[src/rtl/cpu_pkg.sv]
// Shared types and encodings for the multi-cycle control unit and its opcode decoder.
package cpu_pkg;

  typedef enum logic [2:0] {
    ST_FETCH     = 3'd0,
    ST_DECODE    = 3'd1,
    ST_EXECUTE   = 3'd2,
    ST_MEM       = 3'd3,
    ST_WRITEBACK = 3'd4,
    ST_FAULT     = 3'd5
  } state_t;

  typedef enum logic [2:0] {
    CLS_ALU     = 3'd0,
    CLS_LOAD    = 3'd1,
    CLS_STORE   = 3'd2,
    CLS_BRANCH  = 3'd3,
    CLS_ILLEGAL = 3'd4
  } op_class_t;

  localparam logic [3:0] OP_LOAD  = 4'd7;
  localparam logic [3:0] OP_STORE = 4'd8;
  localparam logic [3:0] OP_BEQ   = 4'd11;

  localparam logic [1:0] IMM_NONE = 2'b11;
  localparam logic [1:0] IMM_I    = 2'b01;
  localparam logic [1:0] IMM_S    = 2'b00;
  localparam logic [1:0] IMM_B    = 2'b10;

endpackage

[src/rtl/multicycle_control_unit_if.sv]
// Instruction/data handshake inputs and datapath control outputs of the control unit.
interface multicycle_control_unit_if #(
  parameter int OPCODE_W = 4,
  parameter int IMMSRC_W = 2
);
  logic [OPCODE_W-1:0] opcode;
  logic                instr_valid;
  logic                zero;
  logic                mem_ready;
  logic                ir_write;
  logic                pc_write;
  logic                pc_src;
  logic                result_src;
  logic                mem_read;
  logic                mem_write;
  logic                alu_src;
  logic [IMMSRC_W-1:0] imm_src;
  logic                reg_write;
  logic                retire;
  logic                fault;
  logic [2:0]          state_o;

  modport master (
    output opcode, instr_valid, zero, mem_ready,
    input  ir_write, pc_write, pc_src, result_src, mem_read, mem_write,
           alu_src, imm_src, reg_write, retire, fault, state_o
  );

  modport slave (
    input  opcode, instr_valid, zero, mem_ready,
    output ir_write, pc_write, pc_src, result_src, mem_read, mem_write,
           alu_src, imm_src, reg_write, retire, fault, state_o
  );
endinterface

[src/rtl/opcode_class_decoder.sv]
// Combinational map from latched opcode to instruction class and static datapath selects.
module opcode_class_decoder
  import cpu_pkg::*;
#(
  parameter int OPCODE_W = 4,
  parameter int IMMSRC_W = 2
) (
  input  logic [OPCODE_W-1:0] i_opcode,
  output op_class_t           o_class,
  output logic                o_alu_src,
  output logic [IMMSRC_W-1:0] o_imm_src,
  output logic                o_result_src,
  output logic                o_illegal
);

  logic       w_upper_set;
  logic [3:0] w_low;
  logic [1:0] w_imm;

  assign w_low = i_opcode[3:0];

  // Any bit above the decoded nibble makes the opcode illegal.
  if (OPCODE_W > 4) begin : g_upper
    assign w_upper_set = |i_opcode[OPCODE_W-1:4];
  end else begin : g_no_upper
    assign w_upper_set = 1'b0;
  end

  always_comb begin
    o_class      = CLS_ILLEGAL;
    o_alu_src    = 1'b0;
    w_imm        = IMM_NONE;
    o_result_src = 1'b0;
    if (!w_upper_set) begin
      case (w_low)
        4'd0, 4'd1, 4'd2, 4'd3, 4'd4, 4'd5: begin
          o_class = CLS_ALU;
        end
        4'd6: begin
          o_class   = CLS_ALU;
          o_alu_src = 1'b1;
          w_imm     = IMM_B;
        end
        OP_LOAD: begin
          o_class      = CLS_LOAD;
          o_alu_src    = 1'b1;
          w_imm        = IMM_I;
          o_result_src = 1'b1;
        end
        OP_STORE: begin
          o_class   = CLS_STORE;
          o_alu_src = 1'b1;
          w_imm     = IMM_I;
        end
        4'd9: begin
          o_class   = CLS_ALU;
          o_alu_src = 1'b1;
          w_imm     = IMM_I;
        end
        4'd10: begin
          o_class   = CLS_ALU;
          o_alu_src = 1'b1;
          w_imm     = IMM_S;
        end
        OP_BEQ: begin
          o_class = CLS_BRANCH;
        end
        default: begin
          o_class = CLS_ILLEGAL;
        end
      endcase
    end
  end

  assign o_imm_src = IMMSRC_W'(w_imm);
  assign o_illegal = (o_class == CLS_ILLEGAL);

endmodule

[src/rtl/multicycle_control_unit.sv]
// Multi-cycle FETCH/DECODE/EXECUTE/MEM/WRITEBACK sequencer with memory stalls and a sticky fault.
module multicycle_control_unit
  import cpu_pkg::*;
#(
  parameter int OPCODE_W    = 4,
  parameter int IMMSRC_W    = 2,
  parameter int MEM_TIMEOUT = 15
) (
  input logic                      clk,
  input logic                      rst,
  multicycle_control_unit_if.slave ctrl_if
);

  localparam int CNT_W = (MEM_TIMEOUT < 1) ? 1 : $clog2(MEM_TIMEOUT + 1);
  localparam logic [CNT_W-1:0] CNT_LAST = (MEM_TIMEOUT < 1) ? '0 : CNT_W'(MEM_TIMEOUT - 1);

  state_t              r_state;
  state_t              w_state_next;
  logic [OPCODE_W-1:0] r_opcode;
  logic [CNT_W-1:0]    r_wait_cnt;

  op_class_t           w_class;
  logic                w_dec_alu_src;
  logic [IMMSRC_W-1:0] w_dec_imm_src;
  logic                w_dec_result_src;
  logic                w_dec_illegal;
  logic                w_timeout_hit;

  logic                w_ir_write;
  logic                w_pc_write;
  logic                w_pc_src;
  logic                w_result_src;
  logic                w_mem_read;
  logic                w_mem_write;
  logic                w_alu_src;
  logic [IMMSRC_W-1:0] w_imm_src;
  logic                w_reg_write;
  logic                w_retire;
  logic                w_fault;

  opcode_class_decoder #(
    .OPCODE_W (OPCODE_W),
    .IMMSRC_W (IMMSRC_W)
  ) u_decoder (
    .i_opcode     (r_opcode),
    .o_class      (w_class),
    .o_alu_src    (w_dec_alu_src),
    .o_imm_src    (w_dec_imm_src),
    .o_result_src (w_dec_result_src),
    .o_illegal    (w_dec_illegal)
  );

  // The last permitted wait cycle is the one where the counter holds MEM_TIMEOUT-1.
  assign w_timeout_hit = (MEM_TIMEOUT != 0) && (r_wait_cnt == CNT_LAST);

  always_ff @(posedge clk) begin
    if (rst) begin
      r_state    <= ST_FETCH;
      r_opcode   <= '0;
      r_wait_cnt <= '0;
    end else begin
      r_state <= w_state_next;
      if (r_state == ST_FETCH && ctrl_if.instr_valid) begin
        r_opcode <= ctrl_if.opcode;
      end
      if (r_state != ST_MEM) begin
        r_wait_cnt <= '0;
      end else if (!ctrl_if.mem_ready) begin
        r_wait_cnt <= r_wait_cnt + CNT_W'(1);
      end
    end
  end

  always_comb begin
    w_state_next = r_state;
    w_ir_write   = 1'b0;
    w_pc_write   = 1'b0;
    w_pc_src     = 1'b0;
    w_result_src = 1'b0;
    w_mem_read   = 1'b0;
    w_mem_write  = 1'b0;
    w_alu_src    = 1'b0;
    w_imm_src    = IMMSRC_W'(IMM_NONE);
    w_reg_write  = 1'b0;
    w_retire     = 1'b0;
    w_fault      = 1'b0;

    case (r_state)
      ST_FETCH: begin
        w_ir_write = ctrl_if.instr_valid;
        if (ctrl_if.instr_valid) begin
          w_state_next = ST_DECODE;
        end
      end

      ST_DECODE: begin
        w_state_next = w_dec_illegal ? ST_FAULT : ST_EXECUTE;
      end

      ST_EXECUTE: begin
        w_alu_src = w_dec_alu_src;
        w_imm_src = w_dec_imm_src;
        case (w_class)
          CLS_ALU:   w_state_next = ST_WRITEBACK;
          CLS_LOAD,
          CLS_STORE: w_state_next = ST_MEM;
          CLS_BRANCH: begin
            w_pc_write   = 1'b1;
            w_retire     = 1'b1;
            w_pc_src     = ctrl_if.zero;
            w_state_next = ST_FETCH;
          end
          default:   w_state_next = ST_FAULT;
        endcase
      end

      ST_MEM: begin
        w_alu_src   = w_dec_alu_src;
        w_imm_src   = w_dec_imm_src;
        w_mem_read  = (w_class == CLS_LOAD);
        w_mem_write = (w_class == CLS_STORE);
        // A ready on the final permitted cycle completes the access instead of faulting.
        if (ctrl_if.mem_ready) begin
          if (w_class == CLS_LOAD) begin
            w_state_next = ST_WRITEBACK;
          end else begin
            w_pc_write   = 1'b1;
            w_retire     = 1'b1;
            w_state_next = ST_FETCH;
          end
        end else if (w_timeout_hit) begin
          w_state_next = ST_FAULT;
        end
      end

      ST_WRITEBACK: begin
        w_alu_src    = w_dec_alu_src;
        w_imm_src    = w_dec_imm_src;
        w_result_src = w_dec_result_src;
        w_reg_write  = 1'b1;
        w_pc_write   = 1'b1;
        w_retire     = 1'b1;
        w_state_next = ST_FETCH;
      end

      ST_FAULT: begin
        w_fault = 1'b1;
      end

      default: begin
        w_state_next = ST_FAULT;
      end
    endcase
  end

  assign ctrl_if.ir_write   = w_ir_write;
  assign ctrl_if.pc_write   = w_pc_write;
  assign ctrl_if.pc_src     = w_pc_src;
  assign ctrl_if.result_src = w_result_src;
  assign ctrl_if.mem_read   = w_mem_read;
  assign ctrl_if.mem_write  = w_mem_write;
  assign ctrl_if.alu_src    = w_alu_src;
  assign ctrl_if.imm_src    = w_imm_src;
  assign ctrl_if.reg_write  = w_reg_write;
  assign ctrl_if.retire     = w_retire;
  assign ctrl_if.fault      = w_fault;
  assign ctrl_if.state_o    = r_state;

endmodule

[src/flat_wrapper.sv]
// flat-port wrapper written by rule: the top's interface ports become plain ports
module multicycle_control_unit_flat import cpu_pkg::*;
#(
  parameter int OPCODE_W    = 4,
  parameter int IMMSRC_W    = 2,
  parameter int MEM_TIMEOUT = 15
)
  (clk, rst, ctrl_if_opcode, ctrl_if_instr_valid, ctrl_if_zero, ctrl_if_mem_ready, ctrl_if_ir_write, ctrl_if_pc_write, ctrl_if_pc_src, ctrl_if_result_src, ctrl_if_mem_read, ctrl_if_mem_write, ctrl_if_alu_src, ctrl_if_imm_src, ctrl_if_reg_write, ctrl_if_retire, ctrl_if_fault, ctrl_if_state_o);
  multicycle_control_unit_if #(.OPCODE_W(OPCODE_W), .IMMSRC_W(IMMSRC_W)) ctrl_if_i ();
  input logic clk;
  input logic rst;
  input wire logic [$bits(ctrl_if_i.opcode)-1:0] ctrl_if_opcode;
  input wire logic [$bits(ctrl_if_i.instr_valid)-1:0] ctrl_if_instr_valid;
  input wire logic [$bits(ctrl_if_i.zero)-1:0] ctrl_if_zero;
  input wire logic [$bits(ctrl_if_i.mem_ready)-1:0] ctrl_if_mem_ready;
  output wire logic [$bits(ctrl_if_i.ir_write)-1:0] ctrl_if_ir_write;
  output wire logic [$bits(ctrl_if_i.pc_write)-1:0] ctrl_if_pc_write;
  output wire logic [$bits(ctrl_if_i.pc_src)-1:0] ctrl_if_pc_src;
  output wire logic [$bits(ctrl_if_i.result_src)-1:0] ctrl_if_result_src;
  output wire logic [$bits(ctrl_if_i.mem_read)-1:0] ctrl_if_mem_read;
  output wire logic [$bits(ctrl_if_i.mem_write)-1:0] ctrl_if_mem_write;
  output wire logic [$bits(ctrl_if_i.alu_src)-1:0] ctrl_if_alu_src;
  output wire logic [$bits(ctrl_if_i.imm_src)-1:0] ctrl_if_imm_src;
  output wire logic [$bits(ctrl_if_i.reg_write)-1:0] ctrl_if_reg_write;
  output wire logic [$bits(ctrl_if_i.retire)-1:0] ctrl_if_retire;
  output wire logic [$bits(ctrl_if_i.fault)-1:0] ctrl_if_fault;
  output wire logic [$bits(ctrl_if_i.state_o)-1:0] ctrl_if_state_o;
  assign ctrl_if_i.opcode = ctrl_if_opcode;
  assign ctrl_if_i.instr_valid = ctrl_if_instr_valid;
  assign ctrl_if_i.zero = ctrl_if_zero;
  assign ctrl_if_i.mem_ready = ctrl_if_mem_ready;
  assign ctrl_if_ir_write = ctrl_if_i.ir_write;
  assign ctrl_if_pc_write = ctrl_if_i.pc_write;
  assign ctrl_if_pc_src = ctrl_if_i.pc_src;
  assign ctrl_if_result_src = ctrl_if_i.result_src;
  assign ctrl_if_mem_read = ctrl_if_i.mem_read;
  assign ctrl_if_mem_write = ctrl_if_i.mem_write;
  assign ctrl_if_alu_src = ctrl_if_i.alu_src;
  assign ctrl_if_imm_src = ctrl_if_i.imm_src;
  assign ctrl_if_reg_write = ctrl_if_i.reg_write;
  assign ctrl_if_retire = ctrl_if_i.retire;
  assign ctrl_if_fault = ctrl_if_i.fault;
  assign ctrl_if_state_o = ctrl_if_i.state_o;
  multicycle_control_unit #(.OPCODE_W(OPCODE_W), .IMMSRC_W(IMMSRC_W), .MEM_TIMEOUT(MEM_TIMEOUT)) u_core (.clk(clk), .rst(rst), .ctrl_if(ctrl_if_i));
endmodule
[config.mk]
export PLATFORM = sky130hd
export DESIGN_NAME = multicycle_control_unit_flat
export DESIGN_NICKNAME = d
export VERILOG_FILES = /design/src/rtl/cpu_pkg.sv /design/src/rtl/multicycle_control_unit_if.sv /design/src/rtl/opcode_class_decoder.sv /design/src/rtl/multicycle_control_unit.sv /design/src/flat_wrapper.sv
export SDC_FILE = /design/constraint.sdc
export NUM_CORES = 1
export LEC_CHECK = 0
export ABC_AREA = 1
export CAP_MARGIN = 20
export CORE_ASPECT_RATIO = 1.2
export CORE_MARGIN = 3
export CORE_UTILIZATION = 28
export DETAILED_ROUTE_END_ITERATION = 7
export DONT_BUFFER_PORTS = 1
export GPL_TIMING_DRIVEN = 0
export PLACE_DENSITY_LB_ADDON = 0.08
export SLEW_MARGIN = 20
export SYNTH_ARGS = -nofsm -noshare
export SYNTH_HDL_FRONTEND = slang
export SYNTH_SLANG_ARGS = --single-unit
[constraint.sdc]
create_clock -name clk -period 3.28 [get_ports clk]
set_clock_uncertainty 0.05 [all_clocks]
set_input_delay 0.656 -clock clk [delete_from_list [all_inputs] [get_ports clk]]
set_output_delay 0.656 -clock clk [all_outputs]
set_load 0.01 [all_outputs]
# ---- Word-level counts from Yosys, hierarchy flattened
# Index checks and enable logic that the tools add are counted.
dict set report classes {
  addsub 1
  multipliers 0
  div 0
  n_lt_le_gt_ge 0
  eq_ne 24
  shift 0
  n_mux 25
  bitwise_logic 1
  n_reduce_logical 11
}
# op n
set ops {}
lappend ops {{equality test 4 bit, second input constant} 5}
lappend ops {{case mux 3 bit (6 select lines)} 1}
lappend ops {{equality test 4 x 3 -> 1 bit, second input constant} 4}
lappend ops {{2-to-1 mux 3 bit} 5}
lappend ops {{2-to-1 mux 1 bit} 14}
lappend ops {{equality test 3 x 2 -> 1 bit, second input constant} 4}
lappend ops {{case mux 3 bit (4 select lines)} 1}
lappend ops {{equality test 3 bit, second input constant} 3}
lappend ops {{case mux 3 bit (3 select lines)} 1}
lappend ops {{OR reduction 9 bit} 1}
lappend ops {{equality test 4 x 2 -> 1 bit, second input constant} 2}
lappend ops {{equality test 3 x 1 -> 1 bit, second input constant} 2}
lappend ops {{logical NOT 3 bit} 2}
lappend ops {{inequality test 3 x 2 -> 1 bit, second input constant} 2}
lappend ops {{case mux 2 bit (3 select lines)} 1}
lappend ops {{OR reduction 3 bit} 2}
lappend ops {{OR reduction 5 bit} 1}
lappend ops {{adder 4 x 1 -> 4 bit, second input constant} 1}
lappend ops {{equality test 4 x 1 -> 1 bit, second input constant} 1}
lappend ops {{logical NOT 4 bit} 1}
lappend ops {{OR reduction 2 bit} 2}
lappend ops {{case mux 1 bit (3 select lines)} 1}
lappend ops {{AND reduction 3 bit} 1}
lappend ops {{2-to-1 mux 2 bit} 1}
lappend ops {{3 further kinds} 3}
dict set report word_totals {
  regBits 11
  latch_bits 0
  ramBits 0
  romBits 0
  input_bits 9
  out_inout_bits 15
  wordCells 65
  n_memories 0
}

# ---- Longest topological paths before layout
dict set report logic_depth {
  ltp_word 7
  depth_mapped 9
  mapped_depth_nobuf 9
}

# ---- Cells and area by module
# A second synthesis with hierarchy kept.
dict set report unflattened {
  cells_unflattened 131
  area_unflattened_um2 812.0
}
# mod n_inst cells_per_inst area_each_um2 seq_area_each_um2
set modules_own_cells {}
lappend modules_own_cells {multicycle_control_unit 1 106 699.4 220.2}
lappend modules_own_cells {opcode_class_decoder 1 25 112.6 0.0}

# ---- Worst setup path after synthesis
# Ideal clock, no wire load.
dict set report synth_path {
  path_kind {input port to output port}
  from {in ctrl_if_mem_ready}
  to {out ctrl_if_retire}
  arrival_ps 1352
  required_ps 2574
  slack_ps 1222
  cell_stages 3
  path_buffers 1
  path_cell_list {inv_1 > o31ai_1 > buf_4}
}
dict set report synth_between {
  elab_chain_cells 2
}
# item line_no
set synth_lines {}
lappend synth_lines {{start, declared} flat_wrapper.sv:15} ;# input wire logic [$bits(ctrl_if_i.mem_ready)-1:0] ctrl_if_mem_ready;
lappend synth_lines {{2-to-1 mux 1 bit} -}
lappend synth_lines {{case mux 1 bit (3 select lines)} -}
lappend synth_lines {{end, declared} flat_wrapper.sv:25} ;# output wire logic [$bits(ctrl_if_i.retire)-1:0] ctrl_if_retire;
# Every way passes these cells.

# ---- Worst setup path in the final report
dict set report layout_path {
  from {reg u_core.r_state[0], in the netlist u_core.ctrl_if.state_o[0]}
  to {out ctrl_if_retire}
}
dict set report layout_between {
  elab_chain_cells 2
  word_cells_on_any_way 4
  classes_between {eq/ne (3); mux (1)}
}
# item line_no
set layout_lines {}
lappend layout_lines {{start, declared} multicycle_control_unit.sv:17} ;# state_t r_state;
lappend layout_lines {{start signal, assigned} multicycle_control_unit.sv:62} ;# r_state <= w_state_next;
lappend layout_lines {{equality test 3 bit or equality test 3 x 2 -> 1 bit (tied branches)} -}
lappend layout_lines {{case mux 1 bit (3 select lines) (*)} -}
# Every way passes the cells marked *; elsewhere a longest branch is shown, timed or not.

==> results.rst <==
.. list-table::
   :header-rows: 1

   * - Metric
     - Value
   * - Outcome
     - completed
   * - Kind of launch point of the worst setup path
     - flop
   * - Compound-gate portion of the synthesized area
     - 0.140
   * - Peak Freq
     - 411 MHz
   * - Most used DFF post-synth
     - sky130_fd_sc_hd__dfxtp_1
   * - # Max-Cap Violations
     - 0
   * - Net count after synthesis
     - 133
   * - Die ar.
     - 3270 um2
   * - Global-route congestion overflow total
     - 0
   * - Routed via count
     - 728
   * - Number of cells upsized or downsized after cts
     - 0
   * - Std-Cell Rows
     - 19
   * - Register bit count reported by yosys
     - 11
   * - Detailed-route wire length
     - 1650 um
   * - Worst Max-Slew Pin Slew
     - 0.511 ns
   * - Cts hold-fix bufs
     - 0
   * - Buffers on Ports
     - 0
   * - Max FO, Critical Path
     - 8
   * - Top-Level Pins
     - 24
   * - Final estimated routing congestion in global placement
     - 0.821
   * - Total global routing track utilization
     - 0.120
   * - Number of nets in the layout
     - 138
   * - Antenna diode instance count
     - 0
   * - Core area
     - 2380 um2
   * - Iteration-0 DRC Markers
     - 8
   * - Wirelength per Cell
     - 10.5 um
   * - RSZ-0062 raised after global routing
     - false
   * - Antenna-violating nets left
     - 0
   * - Initial Util
     - 0.308
   * - Power density relative to cell area
     - 756 nW/um2
   * - Arrival time of the worst setup path
     - 1.73 ns
   * - # placed instances
     - 153
   * - Synth top cells by count
     - sky130_fd_sc_hd__nand2_1 (30), sky130_fd_sc_hd__nor2_1 (23), sky130_fd_sc_hd__inv_1 (15)
   * - Worst supply voltage drop on vdd
     - 324 uV
   * - Synth area leaders
     - sky130_fd_sc_hd__dfxtp_1 (30%), sky130_fd_sc_hd__nand2_1 (15%), sky130_fd_sc_hd__nor2_1 (12%)
   * - Count of mapped cells out of synthesis
     - 122
   * - Proportion of layout cells with a drive suffix above 1
     - 0.111
   * - Detailed Place HPWL
     - 1390 um
   * - CTS Buffer Depth
     - 2
   * - Number of clock sinks
     - 11
   * - EDFF count, synth
     - 0
   * - Worst Setup End Kind
     - output pin
   * - Antenna violations before repair
     - 0
   * - Count of unique library cells instantiated by Yosys
     - 19
   * - Fin Setup TNS
     - 0 ns
   * - Number of DRC violations after detailed routing
     - 0
   * - Utilization of the core after routing
     - 0.335
   * - Post-synth top area share
     - 0.301
   * - Count of synthesis-stage warnings from yosys
     - 0
   * - Clock tree root buffer cell
     - sky130_fd_sc_hd__clkbuf_4
   * - Classification of the worst-slack hold path
     - flop to flop
   * - Clock input transition at the sequential cells of the worst setup and hold paths
     - 0.07 ns
   * - Y dimension of the die
     - 62.0 um
   * - P&R area growth vs syn
     - 8.89%
   * - Final hold viol count
     - 0
   * - Area of placed instances
     - 771 um2
   * - Cell with the most instances after synthesis
     - sky130_fd_sc_hd__nand2_1
   * - CP Class
     - flop to output pin
   * - Clock tree from TritonCTS
     - yes
   * - Mean post-synth cell area
     - 6.00 um2
   * - Cell type contributing the most total cell area after synthesis
     - sky130_fd_sc_hd__dfxtp_1
   * - Number of endpoints failing setup at the final stage
     - 0
   * - Slew headroom
     - 0.656
   * - Fin crit share
     - 0.742
   * - Adder-Cell Fraction of Synth Area
     - 0.0342
   * - Final hold slack
     - 0.432 ns
   * - Share of synthesized area spent on multiplexers
     - 0
   * - Final cell area excluding filler cells
     - 797 um2
   * - H-tree Lvls
     - 1
   * - Summed instance area of the synthesized netlist
     - 732 um2
   * - Final instance count without filler cells
     - 157
   * - Final max-slew violation count
     - 0
   * - Iteration count of the initial detailed-routing pass
     - 4
   * - Fraction of synthesized cell area in xor and xnor cells
     - 0.0120
   * - Post-synthesis sequential area ratio
     - 0.301
   * - Vias in the first global route
     - 671
   * - Share of flip-flops with an asynchronous set or reset after synthesis
     - 0
   * - Simple-gate share of the synthesized area
     - 0.398
   * - Leakage dissipation
     - 0.000369 uW
   * - Dominant combinational cell family by area after synthesis
     - simple AND/OR/NAND/NOR gates
   * - Largest net degree at the start of global routing
     - 10
   * - Latest clock arrival within the worst-skew pair
     - 0.26 ns
   * - Global-route wire length before repair
     - 2840 um
   * - Width of the die
     - 52.7 um
   * - Vias per std cell
     - 4.64
   * - Tmin final
     - 2.43 ns
   * - Setup bufs post-CTS
     - 0
   * - Crit path required time
     - 2.57 ns
   * - Number of buffers created by CTS
     - 3
registers in the layout (all words and copies together), names as in the netlist:
signal / cells
u_core.ctrl_if.state_o: 3
u_core.r_wait_cnt: 4
u_core.r_opcode: 4
power by group:
group          leakage (uW)  switching [uW]  internal [uW]  total (uW)
registers         0.0000900            53.4            168         221
clock network     0.0000150            43.7           47.0        90.7
logic              0.000264             194           96.5         291
total              0.000369             291            311         603
layout make-up:
cell class	count	area, um2
buffer	2	12.5
clock buffer	4	26.3
fill	291	1580
inverter	19	71.3
multi-input combinational	90	428
sequential	11	220
tap	31	38.8
cell usage in the layout (no fill, tap or decap), drive strengths merged, types with 2 or more instances in the layout:
cell type / instances
a21oi: 11
buf: 2
clkbuf: 4
dfxtp: 11
ha: 2
inv: 19
nand2: 30
nand3: 7
nand4: 2
nor2: 25
nor3: 2
o21ai: 8
worst paths after layout:
check	to	cells past startpoint	from	slack (ns)
min reg2reg	u_core.r_wait_cnt[3]$_SDFFE_PP0N_	2	u_core.r_wait_cnt[3]$_SDFFE_PP0N_	0.43
max reg2reg	u_core.ctrl_if.state_o[2]$_SDFFE_PP0P_	6	u_core.ctrl_if.state_o[0]$_SDFFE_PP0P_	1.87
min	u_core.r_wait_cnt[3]$_SDFFE_PP0N_	2	u_core.r_wait_cnt[3]$_SDFFE_PP0N_	0.43
max	ctrl_if_retire	3	u_core.ctrl_if.state_o[0]$_SDFFE_PP0P_	0.85
cell families after synthesis:
kind of cell | Yosys count
flops | 11
simple gates | 67
compound gates | 20
buf+inv | 21
fa+ha+maj | 2
xor+xnor | 1
stage by stage:
stage / setup slack (ns) / total power (uW)
detailed placement: 1.12 / 519
global route: 0.674 / 677
finish: 0.846 / 603
CTS: 0.827 / 612
global placement: 1.13 / 523
floorplan: 1.22 / 463
metal layers:
layer / vias to the layer above / wire length, um / track usage
met3: 2 / 140 / 0.0430
met4: 0 / 20 / 0.0657
met1: 316 / 767 / 0.143
met5: - / 0 / 0
met2: 20 / 721 / 0.186
li1: 390 / - / -
worst max-delay path: stages, from the launching register on:
cell	delay [ns]
sky130_fd_sc_hd__dfxtp_1	0.55
sky130_fd_sc_hd__nand3_2	0.20
sky130_fd_sc_hd__o31ai_1	0.51
sky130_fd_sc_hd__buf_4	0.21
(Power assumes the default switching activity.)
